`config.mk`:
```
export PLATFORM = sky130hd
export DESIGN_NAME = muldiv_seq
export DESIGN_NICKNAME = d
export VERILOG_FILES = /design/src/rtl/muldiv_seq.sv
export SDC_FILE = /design/constraint.sdc
export NUM_CORES = 1
export LEC_CHECK = 0
export CORE_ASPECT_RATIO = 1.5
export CORE_MARGIN = 4
export CORE_UTILIZATION = 30
export CTS_BUF_LIST = sky130_fd_sc_hd__clkbuf_16
export CTS_CLUSTER_SIZE = 24
export DETAILED_ROUTE_END_ITERATION = 12
export PLACE_DENSITY_LB_ADDON = 0.05
export SYNTH_ARGS = -nofsm -noshare
export SYNTH_HDL_FRONTEND = slang
export SYNTH_SLANG_ARGS = --single-unit
```
`constraint.sdc`:
```
create_clock -name clk -period 6.45 [get_ports clk]
set_input_delay 0.9675 -clock clk [delete_from_list [all_inputs] [get_ports clk]]
set_output_delay 0.9675 -clock clk [all_outputs]
set_load 0.01 [all_outputs]
```
`src/rtl/muldiv_seq.sv`:
```
// ============================================================================
// muldiv_seq : sequential radix-2 multiply/divide unit (shift-add / restoring)
// Optional macro MULDIV_EARLY_OUT_EN: divide-by-zero and signed overflow
// complete in one cycle instead of the full iteration sequence.
// Revision  : 1.0
// ============================================================================
`default_nettype none

module muldiv_seq #(
   parameter int WIDTH  = 32,
   parameter int ALU_OP = 5
) (
   input  logic              clk,
   input  logic              rst_n,
   input  logic              req_valid,
   input  logic [ALU_OP-1:0] req_op,
   input  logic [WIDTH-1:0]  req_a,
   input  logic [WIDTH-1:0]  req_b,
   input  logic [4:0]        req_rd,
   input  logic              flush,
   output logic              req_ready,
   output logic              stall,
   output logic              rsp_valid,
   output logic [WIDTH-1:0]  rsp_data,
   output logic [4:0]        rsp_rd
);

   localparam logic [1:0] IDLE = 2'd0;
   localparam logic [1:0] BUSY = 2'd1;
   localparam logic [1:0] DONE = 2'd2;

   localparam logic [ALU_OP-1:0] c_MUL    = ALU_OP'(6);
   localparam logic [ALU_OP-1:0] c_MULH   = ALU_OP'(7);
   localparam logic [ALU_OP-1:0] c_MULHSU = ALU_OP'(8);
   localparam logic [ALU_OP-1:0] c_MULHU  = ALU_OP'(9);
   localparam logic [ALU_OP-1:0] c_DIV    = ALU_OP'(10);
   localparam logic [ALU_OP-1:0] c_REM    = ALU_OP'(11);
   localparam logic [ALU_OP-1:0] c_REMU   = ALU_OP'(12);
   localparam logic [ALU_OP-1:0] c_DIVU   = ALU_OP'(13);
   localparam logic [5:0]        c_LAST   = 6'(WIDTH - 1);

   logic [1:0]         r_state;
   logic [5:0]         r_cnt;
   logic [ALU_OP-1:0]  r_op;
   logic [4:0]         r_rd;
   logic [2*WIDTH-1:0] r_acc;
   logic [WIDTH-1:0]   r_opnd;
   logic               r_negq;
   logic               r_nega;
   logic               r_divz;

   logic               w_is_md;
   logic               w_is_div;
   logic               w_accept;
   logic               w_a_neg;
   logic               w_b_neg;
   logic [WIDTH-1:0]   w_ma;
   logic [WIDTH-1:0]   w_mb;
   logic               w_divz;
   logic [WIDTH:0]     w_msum;
   logic [WIDTH:0]     w_dhi;
   logic               w_dge;
   logic [WIDTH-1:0]   w_dtrial;
   logic [2*WIDTH-1:0] w_acc_next;
   logic [2*WIDTH-1:0] w_prod;
   logic [WIDTH-1:0]   w_quo;
   logic [WIDTH-1:0]   w_rem;
   logic [WIDTH-1:0]   w_result;

   assign w_is_md  = (req_op >= c_MUL) && (req_op <= c_DIVU);
   assign w_is_div = (req_op >= c_DIV);
   assign w_accept = (r_state == IDLE) && req_valid && !flush && w_is_md;
   assign req_ready = (r_state == IDLE);
   assign stall     = w_accept || (r_state == BUSY);

   // Operand a is signed for MUL/MULH/MULHSU/DIV/REM; b only for MUL/MULH/DIV/REM.
   assign w_a_neg = req_a[WIDTH-1] && (req_op == c_MUL || req_op == c_MULH ||
                    req_op == c_MULHSU || req_op == c_DIV || req_op == c_REM);
   assign w_b_neg = req_b[WIDTH-1] && (req_op == c_MUL || req_op == c_MULH ||
                    req_op == c_DIV || req_op == c_REM);
   assign w_ma    = w_a_neg ? -req_a : req_a;
   assign w_mb    = w_b_neg ? -req_b : req_b;
   assign w_divz  = w_is_div && (req_b == '0);

`ifdef MULDIV_EARLY_OUT_EN
   logic             w_ovf;
   logic [WIDTH-1:0] w_early_data;
   assign w_ovf = (req_op == c_DIV || req_op == c_REM) &&
                  (req_a == {1'b1, {(WIDTH-1){1'b0}}}) && (req_b == '1);
   assign w_early_data = w_divz ? ((req_op == c_DIV || req_op == c_DIVU) ? '1 : req_a)
                                : ((req_op == c_DIV) ? req_a : '0);
`endif

   // Multiply: acc = {partial product, remaining multiplier bits}.
   assign w_msum = {1'b0, r_acc[2*WIDTH-1:WIDTH]} + (r_acc[0] ? {1'b0, r_opnd} : '0);
   // Divide: acc = {partial remainder, dividend bits shifting into quotient}.
   assign w_dhi    = r_acc[2*WIDTH-1:WIDTH-1];
   assign w_dge    = (w_dhi >= {1'b0, r_opnd});
   assign w_dtrial = w_dhi[WIDTH-1:0] - r_opnd;

   always_comb begin
      w_acc_next = {w_msum, r_acc[WIDTH-1:1]};
      if (r_op >= c_DIV) begin
         w_acc_next = w_dge ? {w_dtrial, r_acc[WIDTH-2:0], 1'b1}
                            : {r_acc[2*WIDTH-2:0], 1'b0};
      end
   end

   assign w_prod = r_negq ? -w_acc_next : w_acc_next;
   assign w_quo  = w_acc_next[WIDTH-1:0];
   assign w_rem  = w_acc_next[2*WIDTH-1:WIDTH];

   always_comb begin
      w_result = w_prod[2*WIDTH-1:WIDTH];
      case (r_op)
         c_MUL:   w_result = w_prod[WIDTH-1:0];
         c_DIV:   w_result = r_divz ? '1 : (r_negq ? -w_quo : w_quo);
         c_DIVU:  w_result = r_divz ? '1 : w_quo;
         c_REM:   w_result = r_nega ? -w_rem : w_rem;
         c_REMU:  w_result = w_rem;
         default: w_result = w_prod[2*WIDTH-1:WIDTH];
      endcase
   end

   always_ff @(posedge clk or negedge rst_n) begin
      if (!rst_n) begin
         r_state   <= IDLE;
         r_cnt     <= '0;
         r_op      <= '0;
         r_rd      <= '0;
         r_acc     <= '0;
         r_opnd    <= '0;
         r_negq    <= 1'b0;
         r_nega    <= 1'b0;
         r_divz    <= 1'b0;
         rsp_valid <= 1'b0;
         rsp_data  <= '0;
         rsp_rd    <= '0;
      end else begin
         rsp_valid <= 1'b0;
         case (r_state)
            IDLE: begin
               if (w_accept) begin
                  r_op   <= req_op;
                  r_rd   <= req_rd;
                  r_cnt  <= '0;
                  r_opnd <= w_is_div ? w_mb : w_ma;
                  r_acc  <= {{WIDTH{1'b0}}, (w_is_div ? w_ma : w_mb)};
                  r_negq <= w_a_neg ^ w_b_neg;
                  r_nega <= w_a_neg;
                  r_divz <= w_divz;
`ifdef MULDIV_EARLY_OUT_EN
                  if (w_divz || w_ovf) begin
                     r_state   <= DONE;
                     rsp_valid <= 1'b1;
                     rsp_data  <= w_early_data;
                     rsp_rd    <= req_rd;
                  end else begin
                     r_state <= BUSY;
                  end
`else
                  r_state <= BUSY;
`endif
               end
            end
            BUSY: begin
               if (flush) begin
                  r_state <= IDLE;
                  r_cnt   <= '0;
               end else begin
                  r_acc <= w_acc_next;
                  if (r_cnt == c_LAST) begin
                     r_state   <= DONE;
                     r_cnt     <= '0;
                     rsp_valid <= 1'b1;
                     rsp_data  <= w_result;
                     rsp_rd    <= r_rd;
                  end else begin
                     r_cnt <= r_cnt + 6'd1;
                  end
               end
            end
            DONE:    r_state <= IDLE;
            default: r_state <= IDLE;
         endcase
      end
   end

endmodule

`default_nettype wire
```
; ---- Word-level counts from Yosys, hierarchy flattened
; Cells that the tools add are included.
[word_totals]
reg_bits = 155
inputBits = 78
output_inout_bits = 40
word_cells = 92
[classes]
add_sub_neg = 8
order_cmp = 5
eq_ne = 15
mux = 27
bitwise = 2
n_reduce_logical = 23
[ops]
columns = operator, n
row1 = two-way mux 64 bit, 5
row2 = two-way mux 32 bit, 9
row3 = case mux 32 bit (5 select lines), 1
row4 = negator 32 bit, 4
row5 = case mux 64 bit (2 select lines), 1
row6 = negator 64 bit, 1
row7 = "equality test 5 x 4 -> 1 bit, second input constant", 7
row8 = adder 32 x 32 -> 33 bit, 1
row9 = greater-or-equal comparator 33 x 32 -> 1 bit, 1
row10 = logical NOT 32 bit, 1
row11 = subtractor 32 bit, 1
row12 = two-way mux 6 bit, 3
row13 = "equality test 5 x 3 -> 1 bit, second input constant", 3
row14 = case mux 6 bit (2 select lines), 1
row15 = "greater-or-equal comparator 5 x 4 -> 1 bit, second input constant", 2
row16 = logical AND 1 bit, 7
row17 = logical OR 1 bit, 7
row18 = "adder 6 x 1 -> 6 bit, second input constant", 1
row19 = "equality test 6 x 5 -> 1 bit, second input constant", 1
row20 = two-way mux 2 bit, 3
row21 = AND reduction 2 bit, 3
row22 = AND reduction 3 bit, 2
row23 = "greater-or-equal comparator 5 x 3 -> 1 bit, second input constant", 1
row24 = "<= comparator 5 x 4 -> 1 bit, second input constant", 1
row25 = other kinds (11), 13

; ---- Longest topological paths before layout
; Gate-level depths: netlist of the first run.
[logic_depth]
word_depth = 10
mapped_depth = 22

; ---- Least setup slack after synthesis of the first run
; No wires, ideal clock.
[synth_timing]
path_kind = flip-flop to flip-flop
from = reg r_acc[35]
to = reg rsp_data[20]
t_arrival_ps = 4819
required_ps = 6329
path_slack_ps = 1510
path_stages_with_launch = 20
path_buffers = 2
period_less_slack_ps = 4940
cell_sequence = dfrtp_1 ha_1 a21o_1 a31oi_1 a21oi_1 o211a_1 o21ai_1 buf_2 nand2_1 o311ai_2 ha_1 inv_1 o41ai_1 nand4_2 or4_4 buf_6 or4_4 o21ai_1 a21boi_1 o22a_1
[synth_via]
elab_chain_len = 7
[synth_rtl]
columns = element, line
row1 = start: declaration, 46  ; logic [2*WIDTH-1:0] r_acc;
row2 = start signal: assignment, 148  ; r_acc <= {{WIDTH{1'b0}}, (w_is_div ? w_ma : w_mb)};
row3 = start signal: assignment, 171  ; r_acc <= w_acc_next;
row4 = greater-or-equal comparator 33 x 32 -> 1 bit, 98  ; assign w_dge = (w_dhi >= {1'b0, r_opnd});
row5 = two-way mux 64 bit, 104  ; w_acc_next = w_dge ? {w_dtrial, r_acc[WIDTH-2:0], 1'b1}
row6 = two-way mux 64 bit (*), 103  ; if (r_op >= c_DIV) begin
row7 = negator 32 bit, 117  ; c_DIV: w_result = r_divz ? '1 : (r_negq ? -w_quo : w_quo);
row8 = two-way mux 32 bit (2 in series), 117
row9 = case mux 32 bit (5 select lines) (*), 115  ; case (r_op)
row10 = end signal: assignment, 176  ; rsp_data <= w_result;
row11 = end: declaration, 24  ; output logic [WIDTH-1:0] rsp_data,
; Mark *: on every way between the ends. The rest lies on a longest branch, timed or not.
; A chain may end at the register's enable or synchronous reset.

; ---- Final worst setup path of the first run
[layout_timing]
from = reg r_acc[42]
to = reg rsp_data[20]
; The elaborated chain is that of the path after synthesis.

==> metrics.md, run 1 <==
| Metric | Value |
|---|---|
| Vias per inst | `5.92` |
| Synth-to-layout area growth | `16.4%` |
| Commonest non-fill, non-tap cells in the layout | `289 x nand2_1, 230 x o21ai_0, 185 x nor2_1` |
| Post-synth EDFFs | `0` |
| DR iter-0 viols | `approximately 1500` |
| Netlist cell types | `slightly below 90` |
| Pwr dens | `about 520 nW/um2` |
| VDD IR max | `0.257 mV` |
| Worst-path fanout max | `21` |
| Clock buffer count from CTS | `17` |
| Mapped Cells | `2205` |
| Rows | `roughly 100` |
| Final period util | `between 90 and 100%` |
| Die ar. | `~58000 um2` |
| Final Hold Viols | `0` |
| Hold crit path type | `input port to asynchronous set/reset pin` |
| GRT Util Overall | `approximately 28%` |
| Share of layout cells above drive strength 1 | `between 6 and 7%` |
| Antenna Nets Post-Route | `0` |
| Clock latency on the worst-skew pair | `between 400 and 500 ps` |
| Antenna violations before repair | `3` |
| Core area | `about 54000 um2` |
| DP HPWL | `about 65000 um` |
| Crit start category | `register` |
| First-pass GRT wire length | `around 120000 um` |
| Most common cell after layout, fill and taps aside | `nand2_1` |
| TritonCTS clock tree | `done` |
| Post-synth ARST share | `100%` |
| CTS HTree Levels | `4` |
| N_diodes | `0` |
| Mapped Area | `roughly 16000 um2` |
| Final Max Tran Viols | `0` |
| Final setup viols | `0` |
| Clk root buf | `clkbuf_16` |
| Max clock buf depth | `2` |
| Final net count | `roughly 2400` |
| Outcome | `finished, final reports clean` |
| DR vias | `~18000` |
| Setup Crit Path Kind | `register to register` |
| Area taken by multi-input logic gates | `approximately 12000 um2` |
| Number of synthesized register bits | `between 150 and 200` |
| Sum Neg Setup Slack | `0 ps` |
| Final worst clock skew | `roughly 15 ps` |
| Static Leakage | `approximately 7.6 nW` |
| Crit path time final | `slightly below 6000 ps` |
| Worst-Margin Slew | `1240 ps` |
| Worst EP required | `around 6800 ps` |
| Starting density of the core | `30.2%` |
| Post-CTS sizing | `0` |
| Clock slew at reported path FFs | `roughly 70 ps` |
| Buffers on Ports | `between 100 and 150` |
| CP arrival | `between 6000 and 7000 ps` |
| Remaining DRCs | `0` |
| Postcts setup bufs | `0` |
| Post-route cell area | `approximately 19000 um2` |
| Max cap viols | `0` |
| Total grt overflow | `0` |
| Die width | `about 200 um` |
| CTS sink cnt | `~160` |
| Cell Area, Placed | `around 18000 um2` |
| Largest net degree at the start of global routing | `127` |
| Hold-fix buffers, CTS | `0` |
| RD Place Congestion | `0.927` |
| 1st-pass router iterations | `7` |
| Die height | `between 200 and 300 um` |
| Top_reg_cell synth | `dfrtp_1` |
| Unrepaired setup endpoints after global routing | `no` |
| Register area | `3880 um2` |
| Fillers | `around 6000` |
| CP endpoint kind | `register` |
| WL final | `roughly 80000 um` |
| Mean Syn Cell Area | `between 7 and 8 um2` |
| Register area share after synthesis | `between 20% and 30%` |
| Number of synthesis warnings | `0` |
| Mapped Nets | `between 2000 and 2500` |
| IO Pins | `118` |
| Vias in the first global route | `17300` |
| Relative slew slack | `17.0%` |
| DR WL/cell | `27.5 um` |
| Highest clock rate | `approximately 170 MHz` |
worst max-delay path: stages (launching register included):
cell and delay [ps]:
dfrtp_1 500, ha_1 490, nand2_1 150, o21a_1 220
o21a_1 170, o21ai_0 470, o21ai_1 210, buf_4 280
a31oi_1 370, a22o_1 350, ha_1 260, inv_1 90
o41ai_1 570, nand4_2 230, or4_4 560, or4_4 460
o21ai_1 130, a21boi_1 90, o22a_1 190
cell families (layout without fill, tap and decap cells):
kind of cell | Yosys count | count (layout) | share of synthesized area [%]
and+or+nand+nor | 824 | 824 | 24.4
AOI/OAI and AO/OA | 765 | 765 | 30.4
buffers and inverters | 203 | 290 | 5.17
DFF | 155 | 155 | 23.9
xor gates and xnor gates | 141 | 141 | 7.63
adders and majority gates | 70 | 70 | 5.50
muxes | 47 | 47 | 2.95
metal layers:
metal	wire length, um	vias up	track usage [%]
met1	32400	8616	32.6
met2	40700	594	48.4
li1	-	8295	-
met4	5360	2	15.4
met3	3500	141	3.31
met5	11	-	0
synth_stat cells, drive strengths merged (18+ instances only):
cell type / n / area [um2]
clkbuf: 106 / 400
nor4: 25 / 186
and2: 47 / 294
xnor2: 87 / 762
nand2: 291 / 1090
a31oi: 39 / 244
and3: 18 / 113
a21o: 23 / 173
nor2: 189 / 717
xor2: 54 / 473
a21oi: 186 / 938
o21ai: 238 / 1190
nand4: 33 / 225
o221ai: 36 / 315
o21a: 19 / 143
dfrtp: 155 / 3880
inv: 64 / 240
buf: 33 / 196
o211ai: 28 / 210
ha: 68 / 851
mux2i: 41 / 410
nor3: 51 / 260
o31ai: 27 / 208
nand3: 85 / 438
a211oi: 24 / 180
worst paths after layout:
kind	slack, ps	depth (start not counted)	from	end
worst max register to register	530	18	r_acc[42]	rsp_data[20]
worst max-delay path	530	18	r_acc[42]	rsp_data[20]
worst min register to register	470	2	r_rd[2]	r_rd[2]
min in group clk	470	2	r_rd[2]	r_rd[2]
worst min-delay path	460	1	rst_n	r_rd[0]
max in group asynchronous	4670	2	rst_n	r_acc[30]
through the flow:
stage / instances / worst slack [ps] / utilization, % / hold slack, ps / power (mW)
3_5_place_dp: 2950 / 628 / 34.2 / 458 / 8.69
6_report: 2981 / 533 / 35.2 / 458 / 9.79
2_1_floorplan: 2205 / 1510 / - / 440 / 5.78
4_1_cts: 2981 / 596 / 35.2 / 475 / 9.74
5_1_grt: 2981 / 233 / 35.2 / 490 / 10.3
3_3_place_gp: 2950 / 704 / 34.2 / 453 / 8.72
registers in the layout, indices dropped and copies added, names as in the netlist:
signal,flops
r_nega,1
r_divz,1
r_rd,5
rsp_valid,1
r_acc,64
rsp_data,32
r_opnd,32
r_state,2
r_cnt,6
r_op,5
rsp_rd,5
r_negq,1
power by group:
group	total (mW)	internal (mW)	switching, mW
Clock	0.998	0.498	0.500
Combinational	7.27	2.39	4.89
Sequential	1.51	1.21	0.309
area by class of cell:
class | instances | share of cell area (%)
Multi-Input combinational cell | 1847 | 61.2
Sequential cell | 155 | 20.6
Timing Repair Buffer | 195 | 9.52
Tap cell | 689 | 4.57
Clock buffer | 17 | 2.26
Inverter | 64 | 1.27
Clock inverter | 14 | 0.584
No activity file was read; power rests on OpenSTA's default activity.
==> run 2: changes to the inputs <==
--- a/config.mk
+++ b/config.mk
@@ -11,7 +11,10 @@
 export CTS_BUF_LIST = sky130_fd_sc_hd__clkbuf_16
 export CTS_CLUSTER_SIZE = 24
 export DETAILED_ROUTE_END_ITERATION = 12
+export GPL_ROUTABILITY_DRIVEN = 0
+export GPL_TIMING_DRIVEN = 0
 export PLACE_DENSITY_LB_ADDON = 0.05
 export SYNTH_ARGS = -nofsm -noshare
 export SYNTH_HDL_FRONTEND = slang
 export SYNTH_SLANG_ARGS = --single-unit
+export TNS_END_PERCENT = 50
==> run 2 against run 1 <==
Effect of this change: final cell count rose by 2.1%; hold slack got worse by 35 ps; total power fell by 0.99%; largest power group unchanged; highest routed layer is now met4.
==> metrics.md, run 2 (same netlist as run 1, synthesis figures left out) <==
| Metric | Value |
|---|---|
| Worst R2R End | `rsp_data[6]` |
| Pwr Total | `a little under 10 mW` |
| CP arrival | `approximately 6600 ps` |
| Flop-to-flop setup slack | `roughly 170 ps` |
| Max clock buf depth | `2` |
| Relative slew slack | `around 2.2%` |
| First-pass GRT wire length | `118000 um` |
| Static Leakage | `between 7 and 8 nW` |
| DP HPWL | `68100 um` |
| Int Pwr | `roughly 3.9 mW` |
| Worst-Margin Slew | `approximately 1500 ps` |
| Sw Ratio | `between 50% and 60%` |
| Top Registers | `r_acc: 64 flops, r_opnd: 32 flops, rsp_data: 32 flops` |
| CP endpoint kind | `register` |
| Final setup viols | `0` |
| Worst EP required | `approximately 6800 ps` |
| VDD IR max | `between 0.2 and 0.3 mV` |
| Synth-to-layout area growth | `16.7%` |
| Die ar. | `57800 um2` |
| Final period util | `97.3%` |
| Clock buffer count from CTS | `17` |
| DR WL/cell | `between 20 and 30 um` |
| Crit start category | `register` |
| IO Pins | `about 120` |
| Max reg flops | `64` |
| DR iter-0 viols | `1668` |
| WL final | `between 80000 and 90000 um` |
| Most common cell after layout, fill and taps aside | `nand2_1` |
| GRT Util Overall | `~28%` |
| Commonest non-fill, non-tap cells in the layout | `290 x nand2_1, 230 x o21ai_0, 188 x nor2_1` |
| Hold crit path type | `input port to asynchronous set/reset pin` |
| Final Hold Viols | `0` |
| Core area | `~54000 um2` |
| Share of layout cells above drive strength 1 | `between 4 and 5%` |
| CTS sink cnt | `about 160` |
| Highest clock rate | `about 160 MHz` |
| Antenna Nets Post-Route | `0` |
| DR vias | `18200` |
| Worst-path fanout max | `11` |
| Worst reg2reg path depth | `15` |
| Final net count | `~2500` |
| Clock latency on the worst-skew pair | `470 ps` |
| Clk root buf | `clkbuf_16` |
| Rows | `~100` |
| Vias in the first global route | `between 15000 and 20000` |
| Starting density of the core | `30.2%` |
| Clock slew at reported path FFs | `around 80 ps` |
| Remaining DRCs | `0` |
| Most flops, register | `r_acc` |
| Outcome | `finished, final reports clean` |
| Post-route cell area | `~19000 um2` |
| Pwr dens | `513 nW/um2` |
| TritonCTS clock tree | `done` |
| Logic pwr share | `around 72%` |
| Clock group share of total power | `between 10 and 15%` |
| Unrepaired setup endpoints after global routing | `no` |
| 1st-pass router iterations | `6` |
| Launch point of the worst reg-to-reg path | `r_op[1]` |
| Die height | `slightly below 300 um` |
| Net Sw Power | `5.76 mW` |
| Max cap viols | `0` |
| Setup Crit Path Kind | `register to register` |
| Total grt overflow | `0` |
| Final Max Tran Viols | `0` |
| Sequential share of power | `16.8%` |
| Vias per inst | `~6` |
| Antenna violations before repair | `1` |
| Hold-fix buffers, CTS | `0` |
| Die width | `a little under 200 um` |
| Crit path time final | `roughly 6300 ps` |
| CTS HTree Levels | `4` |
| Buffers on Ports | `115` |
| Final worst clock skew | `24.6 ps` |
| Cell Area, Placed | `18200 um2` |
| Largest net degree at the start of global routing | `between 100 and 150` |
## run 2: layout make-up
cell class / count / area, um2
fillers: 5809 / 34700
multi-input cells: 1847 / 11500
flip-flops and latches: 155 / 3880
repair buffers: 118 / 1200
well taps: 689 / 862
plain buffers: 139 / 604
clock buffers: 17 / 425
inverters: 64 / 240
clock inverters: 14 / 163
diodes: 1 / 2.50
## run 2: worst max-delay path, stage by stage (launching register included)
cell             delay, ps
dfrtp_1                330
clkbuf_1               270
o21ai_0                410
nand2_1                270
buf_2                  350
buf_2                  420
buf_2                  340
buf_2                  310
clkdlybuf4s15_1        680
clkbuf_2               460
buf_1                  630
mux2i_1                410
nor2_1                  90
a311oi_1               730
o221ai_1               270
o21a_1                 160
## run 2: stage by stage
step / setup slack (ps) / std cells / TNS (ps) / util, % / hold slack, ps
after floorplan: 1510 / 2205 / 0 / - / 440
after global placement: -2560 / 3009 / -393110 / 34.0 / 455
after detailed placement: -341 / 3010 / -1310 / 34.0 / 458
after CTS: -12.7 / 3041 / -12.7 / 35.2 / 423
after global routing: 59.6 / 3043 / 0 / 35.3 / 457
final: 174 / 3044 / 0 / 35.3 / 423
## run 2: power groups by stage
stage               combinational (mW)  sequential, mW  clock (mW)
CTS                               6.79            1.62        1.11
global route                      7.41            1.63        1.14
global placement                  6.72            1.63           0
finish                            6.98            1.62        1.09
floorplan                         4.37            1.40           0
detailed placement                6.73            1.64           0
## run 2: layer usage
layer  GRT usage, %  vias to the layer above  part of all wire [%]
met2           47.5                      773                    49
met4           19.0                        0                   8.3
met1           31.6                     8800                    38
li1               -                     8440                     -
met5              0                        -                     0
met3           2.91                      207                   5.2
## run 2: how the worst max path moves through the flow
stage,from,end,cells after the start
after floorplan,r_acc[35],rsp_data[20],19
after global placement,rst_n,r_opnd[12],1
after detailed placement,r_opnd[4],rsp_data[20],20
after CTS,r_opnd[4],rsp_data[20],20
after global routing,r_opnd[4],rsp_data[20],20
final,r_op[1],rsp_data[6],15
## run 2: what timing repair did
action                                 CTS  global route
pin swaps                                0             1
buffers inserted                         0             1
gates resized for setup                  4             9
endpoints found under the hold margin    0             0
setup endpoints to repair               11             9
